### src/rtl/seven_seg_display_driver_if.sv
// Board-side bundle between the debug sources and the seven-segment driver.
// The master drives the captured words and controls; the slave drives the display pins.
interface seven_seg_display_driver_if;
    logic [31:0] PCDisplay;
    logic [31:0] WriteDataDisplay;
    logic        Sel;
    logic        Freeze;
    logic [7:0]  Anode;
    logic [6:0]  Segment;
    logic        DP;

    modport master (
        output PCDisplay, WriteDataDisplay, Sel, Freeze,
        input  Anode, Segment, DP
    );

    modport slave (
        input  PCDisplay, WriteDataDisplay, Sel, Freeze,
        output Anode, Segment, DP
    );
endinterface

### src/rtl/seven_seg_display_driver.sv
// Snapshots PC/writeback data once per frame and scans it as hex over 8 common-anode digits,
// with a short all-off window at the start of every digit slot to suppress ghosting.
module seven_seg_display_driver #(
    parameter int REFRESH_DIV  = 100000,
    parameter int BLANK_CYCLES = 16,
    parameter int CNT_W        = 17
) (
    input logic                       Clk,
    input logic                       Reset,
    seven_seg_display_driver_if.slave bus
);
    localparam logic [CNT_W-1:0] CntLast  = CNT_W'(REFRESH_DIV - 1);
    localparam logic [CNT_W-1:0] BlankEnd = CNT_W'(BLANK_CYCLES);

    logic [CNT_W-1:0] cnt;
    logic [2:0]       idx;
    logic [31:0]      pcS, wdS;
    logic             selS;
    logic             slotWrap, frameWrap;

    logic [31:0] word;
    logic [2:0]  nibIdx;
    logic [3:0]  nib;
    logic [6:0]  segNext;
    logic [7:0]  anodeNext;
    logic        dpNext;

    logic [7:0] anodeQ;
    logic [6:0] segQ;
    logic       dpQ;

    assign slotWrap  = (cnt == CntLast);
    assign frameWrap = slotWrap && (idx == 3'd7);

    always_ff @(posedge Clk or negedge Reset) begin
        if (!Reset) begin
            cnt <= '0;
            idx <= '0;
        end else if (slotWrap) begin
            cnt <= '0;
            idx <= idx + 3'd1;
        end else begin
            cnt <= cnt + 1'b1;
        end
    end

    // All three snapshot fields move together so a frame is never a mix of old and new.
    always_ff @(posedge Clk or negedge Reset) begin
        if (!Reset) begin
            pcS  <= '0;
            wdS  <= '0;
            selS <= 1'b0;
        end else if (frameWrap && !bus.Freeze) begin
            pcS  <= bus.PCDisplay;
            wdS  <= bus.WriteDataDisplay;
            selS <= bus.Sel;
        end
    end

    always_comb begin
        word   = (!selS && idx[2]) ? pcS : wdS;
        nibIdx = selS ? idx : {1'b0, idx[1:0]};
        nib    = word[{nibIdx, 2'b00} +: 4];
        case (nib)
            4'h0:    segNext = 7'h40;
            4'h1:    segNext = 7'h79;
            4'h2:    segNext = 7'h24;
            4'h3:    segNext = 7'h30;
            4'h4:    segNext = 7'h19;
            4'h5:    segNext = 7'h12;
            4'h6:    segNext = 7'h02;
            4'h7:    segNext = 7'h78;
            4'h8:    segNext = 7'h00;
            4'h9:    segNext = 7'h10;
            4'hA:    segNext = 7'h08;
            4'hB:    segNext = 7'h03;
            4'hC:    segNext = 7'h46;
            4'hD:    segNext = 7'h21;
            4'hE:    segNext = 7'h06;
            default: segNext = 7'h0E;
        endcase
        anodeNext = (cnt < BlankEnd) ? 8'hFF : ~(8'b1 << idx);
        // Decimal point marks the PC/data boundary only in split mode.
        dpNext    = !((idx == 3'd4) && !selS);
    end

    always_ff @(posedge Clk or negedge Reset) begin
        if (!Reset) begin
            anodeQ <= 8'hFF;
            segQ   <= 7'h7F;
            dpQ    <= 1'b1;
        end else begin
            anodeQ <= anodeNext;
            segQ   <= segNext;
            dpQ    <= dpNext;
        end
    end

    assign bus.Anode   = anodeQ;
    assign bus.Segment = segQ;
    assign bus.DP      = dpQ;
endmodule

### src/flat_wrapper.sv
// flat-port wrapper written by rule: the top's interface ports become plain ports
module seven_seg_display_driver_flat 
#(
    parameter int REFRESH_DIV  = 100000,
    parameter int BLANK_CYCLES = 16,
    parameter int CNT_W        = 17
)
  (Clk, Reset, bus_PCDisplay, bus_WriteDataDisplay, bus_Sel, bus_Freeze, bus_Anode, bus_Segment, bus_DP);
  seven_seg_display_driver_if bus_i ();
  input logic Clk;
  input logic Reset;
  input wire logic [$bits(bus_i.PCDisplay)-1:0] bus_PCDisplay;
  input wire logic [$bits(bus_i.WriteDataDisplay)-1:0] bus_WriteDataDisplay;
  input wire logic [$bits(bus_i.Sel)-1:0] bus_Sel;
  input wire logic [$bits(bus_i.Freeze)-1:0] bus_Freeze;
  output wire logic [$bits(bus_i.Anode)-1:0] bus_Anode;
  output wire logic [$bits(bus_i.Segment)-1:0] bus_Segment;
  output wire logic [$bits(bus_i.DP)-1:0] bus_DP;
  assign bus_i.PCDisplay = bus_PCDisplay;
  assign bus_i.WriteDataDisplay = bus_WriteDataDisplay;
  assign bus_i.Sel = bus_Sel;
  assign bus_i.Freeze = bus_Freeze;
  assign bus_Anode = bus_i.Anode;
  assign bus_Segment = bus_i.Segment;
  assign bus_DP = bus_i.DP;
  seven_seg_display_driver #(.REFRESH_DIV(REFRESH_DIV), .BLANK_CYCLES(BLANK_CYCLES), .CNT_W(CNT_W)) u_core (.Clk(Clk), .Reset(Reset), .bus(bus_i));
endmodule
### config.mk
export PLATFORM = sky130hd
export DESIGN_NAME = seven_seg_display_driver_flat
export DESIGN_NICKNAME = d
export VERILOG_FILES = /design/src/rtl/seven_seg_display_driver_if.sv /design/src/rtl/seven_seg_display_driver.sv /design/src/flat_wrapper.sv
export SDC_FILE = /design/constraint.sdc
export NUM_CORES = 1
export LEC_CHECK = 0
export CAP_MARGIN = 20
export CORE_MARGIN = 2
export CORE_UTILIZATION = 53
export DETAILED_ROUTE_END_ITERATION = 10
export PLACE_DENSITY = 0.8
export SKIP_CTS_REPAIR_TIMING = 1
export SLEW_MARGIN = 20
export SYNTH_ARGS = -nofsm -noshare
export SYNTH_HDL_FRONTEND = slang
export SYNTH_SLANG_ARGS = --single-unit
### constraint.sdc
create_clock -name Clk -period 2.9 [get_ports Clk]
set_input_delay 0.58 -clock Clk [delete_from_list [all_inputs] [get_ports Clk]]
set_output_delay 0.58 -clock Clk [all_outputs]
set_load 0.005 [all_outputs]
==> results of run 1 <==
worst register-to-register path: cells and delay by family, from the launching register on:
family	cells	cell delay, ns
mux	2	0.38
simple gates	2	0.71
buf+inv	3	0.46
compound gates	2	0.31
fa+ha+maj	1	0.30
flops	1	0.40
sequential cells by signal, indices dropped and copies added, names as in the netlist:
signal and count:
u_core.wdS 32, u_core.selS 1, u_core.cnt 17, u_core.idx 3
u_core.pcS 32, u_core.bus.Segment 7, u_core.bus.DP 1, u_core.bus.Anode 8
layout by cell type, fill, tap and decap left out, drive strengths merged, types with 2 or more instances in the layout:
cell type      count
mux4              11
and4               2
inv                8
dfrtp             85
nor2               9
a21oi              2
clkinv             5
xor2               8
clkdlybuf4s50     82
mux2i             11
a2111oi            3
ha                13
clkbuf             9
nand2             23
xnor2              6
or4                5
o2bb2ai            2
and3b             13
nor4               2
mux2              67
or3                2
nand3              5
o21ai              7
nor3               2
nand2b             4
nand4              4
or2                2
and2               2
dfstp             16
a211oi            10
buf               12
nor3b              2
per-stage QoR:
stage | power (mW) | cell area [um^2] | std cells
floorplan | 1.44 | 4790 | 347
global route | 2.52 | 5940 | 549
detailed placement | 1.56 | 5740 | 533
finish | 2.43 | 5940 | 549
CTS | 2.45 | 5940 | 549
global placement | 1.56 | 5740 | 533
report_power, final:
group          leakage [nW]  total, mW  internal (mW)  switching, mW
Sequential             1.34       1.41           1.41              0
Combinational          1.28      0.124         0.0815         0.0428
Clock                0.0996      0.900          0.402          0.498
Total                  2.72       2.43           1.89          0.541
worst max path at each step:
stage,from,to,slack (ns)
after global routing,u_core.idx[2],u_core.bus.Segment[1],0.13
final,u_core.idx[2],u_core.bus.Segment[1],0.30
after global placement,u_core.idx[2],u_core.bus.Segment[1],0.38
after floorplan,u_core.idx[2],u_core.bus.Segment[1],0.40
after detailed placement,u_core.idx[2],u_core.bus.Segment[1],0.31
after CTS,u_core.idx[2],u_core.bus.Segment[1],0.29
routing by layer:
layer	part of all wire	vias to the layer above	track usage	wire length, um
li1	-	1436	-	-
met1	0.46	1511	0.291	4380
met2	0.46	86	0.309	4370
met3	0.054	14	0.0422	509
met4	0.022	0	0.0843	206
met5	0	-	0	0
cells in the mapped netlist (2+ instances only):
cell type | instances | area share
nor3b_1 | 2 | 0.0031
a211oi_1 | 9 | 0.014
and2_1 | 2 | 0.0026
nor2_1 | 9 | 0.0070
a21oi_1 | 2 | 0.0021
or4_1 | 4 | 0.0063
or3_1 | 2 | 0.0026
dfrtp_1 | 85 | 0.44
xnor2_1 | 6 | 0.011
o2bb2ai_1 | 2 | 0.0037
mux4_1 | 3 | 0.016
and3b_2 | 2 | 0.0042
inv_1 | 7 | 0.0055
ha_1 | 13 | 0.034
nand2b_1 | 3 | 0.0039
buf_4 | 6 | 0.0094
nand3_1 | 5 | 0.0052
nand2_1 | 23 | 0.018
and3b_1 | 11 | 0.020
nor3_1 | 2 | 0.0021
buf_6 | 2 | 0.0047
mux4_2 | 8 | 0.038
mux2i_1 | 9 | 0.019
mux2i_2 | 2 | 0.0057
and4_1 | 2 | 0.0037
o21ai_0 | 7 | 0.0073
mux2_2 | 67 | 0.16
nand4_1 | 4 | 0.0052
a2111oi_0 | 3 | 0.0055
dfstp_2 | 16 | 0.088
buf_2 | 5 | 0.0052
xor2_1 | 8 | 0.015
or2_2 | 2 | 0.0026
cells by family (layout without fill, tap and decap cells):
kind of cell               after synthesis  in the layout  synth area share
adders and majority gates               13             13            0.0339
xor gates and xnor gates                14             14            0.0256
muxes                                   89             89             0.236
DFF                                    101            101             0.531
buffers and inverters                   24            118            0.0321
AOI/OAI and AO/OA                       26             26            0.0402
and+or+nand+nor                         80             80             0.101
cell type report:
type	count	area (um^2)
clock buffer	9	124
clock inverter	7	73.8
fill	633	2820
inverter	8	30.0
multi-input combinational	222	2090
sequential	101	2550
tap	108	135
timing repair buffer	94	936
==> impl_metrics.csv, run 1 <==
group,metric,value,unit
outcome,outcome,"finished clean",
worst_setup_path,critical_path.top_delay_family,"simple AND/OR/NAND/NOR gates",
route,dr.pass1.iters,4,
route,wl_per_cell,17.2,um
worst_setup_path,r2r_slack,0.30,ns
clocking,clk_pin_slew,0.10,ns
sta,tns,0,ns
route,via_per_inst,5.55,
worst_setup_path,cp.required,3.21,ns
logic_synthesis,syn_inst,347,
clocking,cts_sinks,101,
sta,setup_viol,0,
clocking,numCtsBuffers,9,
sta,rsz0062_at_grt,"no",
worst_setup_path,timing.rr.end,"u_core.bus.Segment[1]",
global_routing,grt_use_total,0.204,
worst_setup_path,path_class,"reg -> reg",
route,drt-total-wl,9460,um
logic_synthesis,synth_edf_count,0,
sta,slew_headroom,0.577,
floorplan,io_pins,84,
floorplan,dieArea,0.00982,mm^2
logic_synthesis,synth.distinct_cells,47,
route,final_antenna_net_count,0,
placement,pre_cts_ws,0.306,ns
power,power.density,410,mW/mm^2
floorplan,die_w,99.1,um
worst_setup_path,path_cells,"nand2b_2 > buf_4 > a211oi_1 > or4_1 > mux2i_2 > inv_1 > ha_1 > inv_1 > mux2i_1 > a32o_1",
sta,final.min_clock_period,2.60,ns
logic_synthesis,ys_seq_area_frac,0.531,
logic_synthesis,async_reset_ff_frac,1.00,
clocking,cts_root_buf,"clkbuf_8",
placement,dp.final_hpwl,6800,um
hold_path,hp-class,"in -> async",
sta,hold_violations,0,
global_routing,antenna_found_initial,0,
power,p_leak,2.72,nW
worst_setup_path,path_depth,10,
global_routing,grt_pass1_vias,3121,
cells_and_area,drive_gt1_frac,0.295,
cells_and_area,area_delta_synth_final,23.9,%
worst_setup_path,crit_path_end_kind,"register",
power,irDropWorstVdd,0.000251,V
route,vias,3047,
worst_setup_path,worstSetupStartpointType,"register",
worst_setup_path,arrival,2.91,ns
placement,numPortBuffers,83,
worst_setup_path,crit_path_top_delay_cell,"or4_1",
route,drc_errors,0,
worst_setup_path,reg2reg_from,"u_core.idx[2]",
global_routing,grt_pass1_wl,15600,um
logic_synthesis,syn-cell-area,0.00479,mm^2
worst_setup_path,crit_top_cell,"inv_1",
worst_setup_path,crit_buf_inv,3,
route,drt-initial-drc-count,159,
sta,period_share,0.896,
sta,clock.fmax,385,MHz
floorplan,core_area,0.00876,mm^2
logic_synthesis,ys_warn_count,0,
global_routing,grt_max_degree,75,
cells_and_area,postLayoutCoreUtil,0.678,
clocking,cts_max_path_buffers,2,
floorplan,initial_core_util,0.547,
flow_run,cap_viol_max_count,0,
worst_setup_path,slowest_delay,0.54,ns
cells_and_area,num_antenna_cells,0,
worst_setup_path,reg2reg_depth,10,
cells_and_area,layout.nets,517,
sta,setup_ws,0.303,ns
floorplan,die_h,99.1,um
logic_synthesis,syn_avg_cell_area,13.8,um^2
placement,place_congestion,0.848,
sta,final.setup_skew,0.0132,ns
sta,drv_slew,0,
clocking,htree_levels,3,
sta,whs,0.113,ns
logic_synthesis,syn_nets,428,
worst_setup_path,critPathMaxFanout,12,
clocking,clk_latency,0.37,ns
floorplan,rows,34,
logic_synthesis,synth-seq-cells,101,
logic_synthesis,synth_ff_type,"dfrtp_1",
sta,worst-slew-pin-transition,0.617,ns
global_routing,grt_overflow,0,
clocking,tritoncts,"yes",
Note: power is estimated with default switching activity, not from simulation.
==> inputs of run 2 (changes only) <==
==> constraint.sdc (replaced) <==
create_clock -name Clk -period 2.5 [get_ports Clk]
set_input_delay 0.5 -clock Clk [delete_from_list [all_inputs] [get_ports Clk]]
set_output_delay 0.5 -clock Clk [all_outputs]
set_load 0.005 [all_outputs]
==> run 2 against run 1 <==
Compared with the run above:
- core utilization increased by 1.6 points
- combinational power increased by 17%
- worst setup slack got worse by 0.22 ns
- die area unchanged
- largest power group unchanged
- sequential share of layout area decreased by 0.98 points
- first-iteration DRC count decreased by 23%
- largest cell class unchanged
- sequential cell count unchanged
==> impl_metrics.csv, run 2 (synthesized netlist as in run 1, its figures left out) <==
group,metric,value,unit
worst_setup_path,path_class,"reg -> reg",
floorplan,die_h,99.1,um
clocking,clk_latency,0.38,ns
floorplan,dieArea,0.00982,mm^2
flow_run,cap_viol_max_count,0,
power,power_frac_clock,0.370,
route,via_per_inst,5.66,
worst_setup_path,critPathMaxFanout,6,
worst_setup_path,crit_buf_inv,2,
power,intPower,2.13,mW
worst_setup_path,crit_path_top_delay_cell,"mux4_2",
placement,pre_cts_ws,-0.0241,ns
power,p_leak,2.75,nW
sta,rsz0062_at_grt,"yes",
worst_setup_path,path_cells,"nand2b_4 > mux4_2 > mux4_2 > inv_2 > ha_4 > inv_2 > mux2i_1 > a32o_1",
worst_setup_path,arrival,2.73,ns
route,wl_per_cell,18.3,um
power,p_total,2.83,mW
placement,placed_area,0.00577,mm^2
worst_setup_path,slowest_delay,0.56,ns
power,combPwrFrac,0.051,
worst_setup_path,crit_path_end_kind,"register",
placement,numPortBuffers,83,
clocking,htree_levels,3,
floorplan,core_area,0.00876,mm^2
clocking,tritoncts,"yes",
power,irDropWorstVdd,0.000263,V
power,power.density,465,mW/mm^2
cells_and_area,reg_top3,"u_core.pcS x32, u_core.wdS x32, u_core.cnt x17",
clocking,numCtsBuffers,9,
floorplan,rows,34,
sta,slew_headroom,0.596,
worst_setup_path,critical_path.top_delay_family,"multiplexers",
sta,worst-slew-pin-transition,0.607,ns
route,drc_errors,0,
cells_and_area,area_delta_synth_final,26.8,%
cells_and_area,n_fill_cell,623,
floorplan,initial_core_util,0.547,
power,seqPwrFrac,0.578,
floorplan,die_w,99.1,um
global_routing,antenna_found_initial,0,
sta,clock.fmax,413,MHz
power,swShare,0.247,
cells_and_area,num_antenna_cells,0,
clocking,cts_root_buf,"clkbuf_8",
global_routing,grt_use_total,0.204,
clocking,clk_pin_slew,0.12,ns
placement,dp.final_hpwl,6990,um
placement,place_congestion,0.880,
worst_setup_path,worstSetupStartpointType,"register",
floorplan,io_pins,84,
worst_setup_path,r2r_slack,0.08,ns
sta,final.min_clock_period,2.42,ns
route,final_antenna_net_count,0,
sta,drv_slew,0,
worst_setup_path,cp.required,2.80,ns
global_routing,grt_max_degree,56,
sta,setup_viol,0,
route,vias,3159,
cells_and_area,final_common_cell,"dfrtp_1",
global_routing,grt_pass1_wl,15800,um
route,drt-total-wl,10200,um
sta,final.setup_skew,0.0194,ns
cells_and_area,layout.nets,526,
placement,place_inst,536,
cells_and_area,final_cell_mix,"dfrtp_1 (85), clkdlybuf4s50_1 (82), mux2_2 (67), nand2_1 (23)",
sta,hold_violations,0,
sta,setup_ws,0.0787,ns
route,dr.pass1.iters,4,
cells_and_area,fin_area,0.00608,mm^2
global_routing,grt_pass1_vias,3128,
cells_and_area,fin_cells,558,
hold_path,hp-class,"in -> async",
outcome,outcome,"finished clean",
global_routing,grt_overflow,0,
route,drt-initial-drc-count,123,
power,p_sw,697,uW
sta,period_share,0.969,
cells_and_area,drive_gt1_frac,0.333,
clocking,cts_max_path_buffers,2,
sta,whs,0.119,ns
clocking,cts_sinks,101,
==> run 2: changes by cell type in the layout (fill, tap and decap cells not counted), moves of 3 or more <==
cell / before / now
ha_2: 0 / 3
mux4_1: 3 / 0
mux4_2: 8 / 11
ha_1: 13 / 9
inv_2: 0 / 3
inv_1: 7 / 4
buf_4: 10 / 16
==> run 2: path summary, 6_finish.rpt <==
kind / start / cells after the start / to
worst max-delay path: u_core.selS / 8 / u_core.bus.Segment[1]
worst min-delay path: Reset / 1 / u_core.wdS[29]
worst max register to register: u_core.selS / 8 / u_core.bus.Segment[1]
max in group asynchronous: Reset / 2 / u_core.bus.Anode[2]
worst min register to register: u_core.cnt[0] / 1 / u_core.cnt[0]
min in group Clk: u_core.cnt[0] / 1 / u_core.cnt[0]
==> run 2: metal layers <==
metal | track usage | part of all wire | up-vias
met5 | 0 | 0 | -
met1 | 0.293 | 0.45 | 1585
met2 | 0.323 | 0.48 | 101
met4 | 0.0769 | 0.016 | 0
met3 | 0.0253 | 0.049 | 15
li1 | - | - | 1458
==> run 2: cell type report <==
class	instances	area [um^2]	share of cell area
clock inverter	7	80.1	0.0132
inverter	8	30.0	0.00494
sequential	101	2550	0.419
multi-input combinational	222	2110	0.347
timing repair buffer	103	1050	0.173
tap	108	135	0.0222
clock buffer	9	124	0.0204
==> run 2: worst reg2reg max path, delay by kind of cell, from the launching register on <==
kind	cells	cell delay (ns)
AO/OA/AOI/OAI	1	0.20
AND/OR/NAND/NOR	1	0.21
adder cells (fa/ha/maj)	1	0.21
buffers and inverters	2	0.19
flip-flops	1	0.38
multiplexers	3	1.16
==> run 2: metrics by stage <==
| step | util | TNS [ns] |
|---|---|---|
| final | 0.694 | 0 |
| after global routing | 0.694 | -0.0402 |
| after CTS | 0.682 | -0.0932 |
| after detailed placement | 0.658 | -0.0241 |
| after global placement | 0.658 | 0 |
| after floorplan | - | 0 |
==> run 2: power by group through the flow <==
stage / registers, mW / clock network (mW) / logic [mW]
floorplan: 1.67 / 0 / 0.00102
global placement: 1.66 / 0 / 0.146
detailed placement: 1.66 / 0 / 0.146
CTS: 1.63 / 1.07 / 0.147
global route: 1.63 / 1.14 / 0.157
finish: 1.63 / 1.05 / 0.145
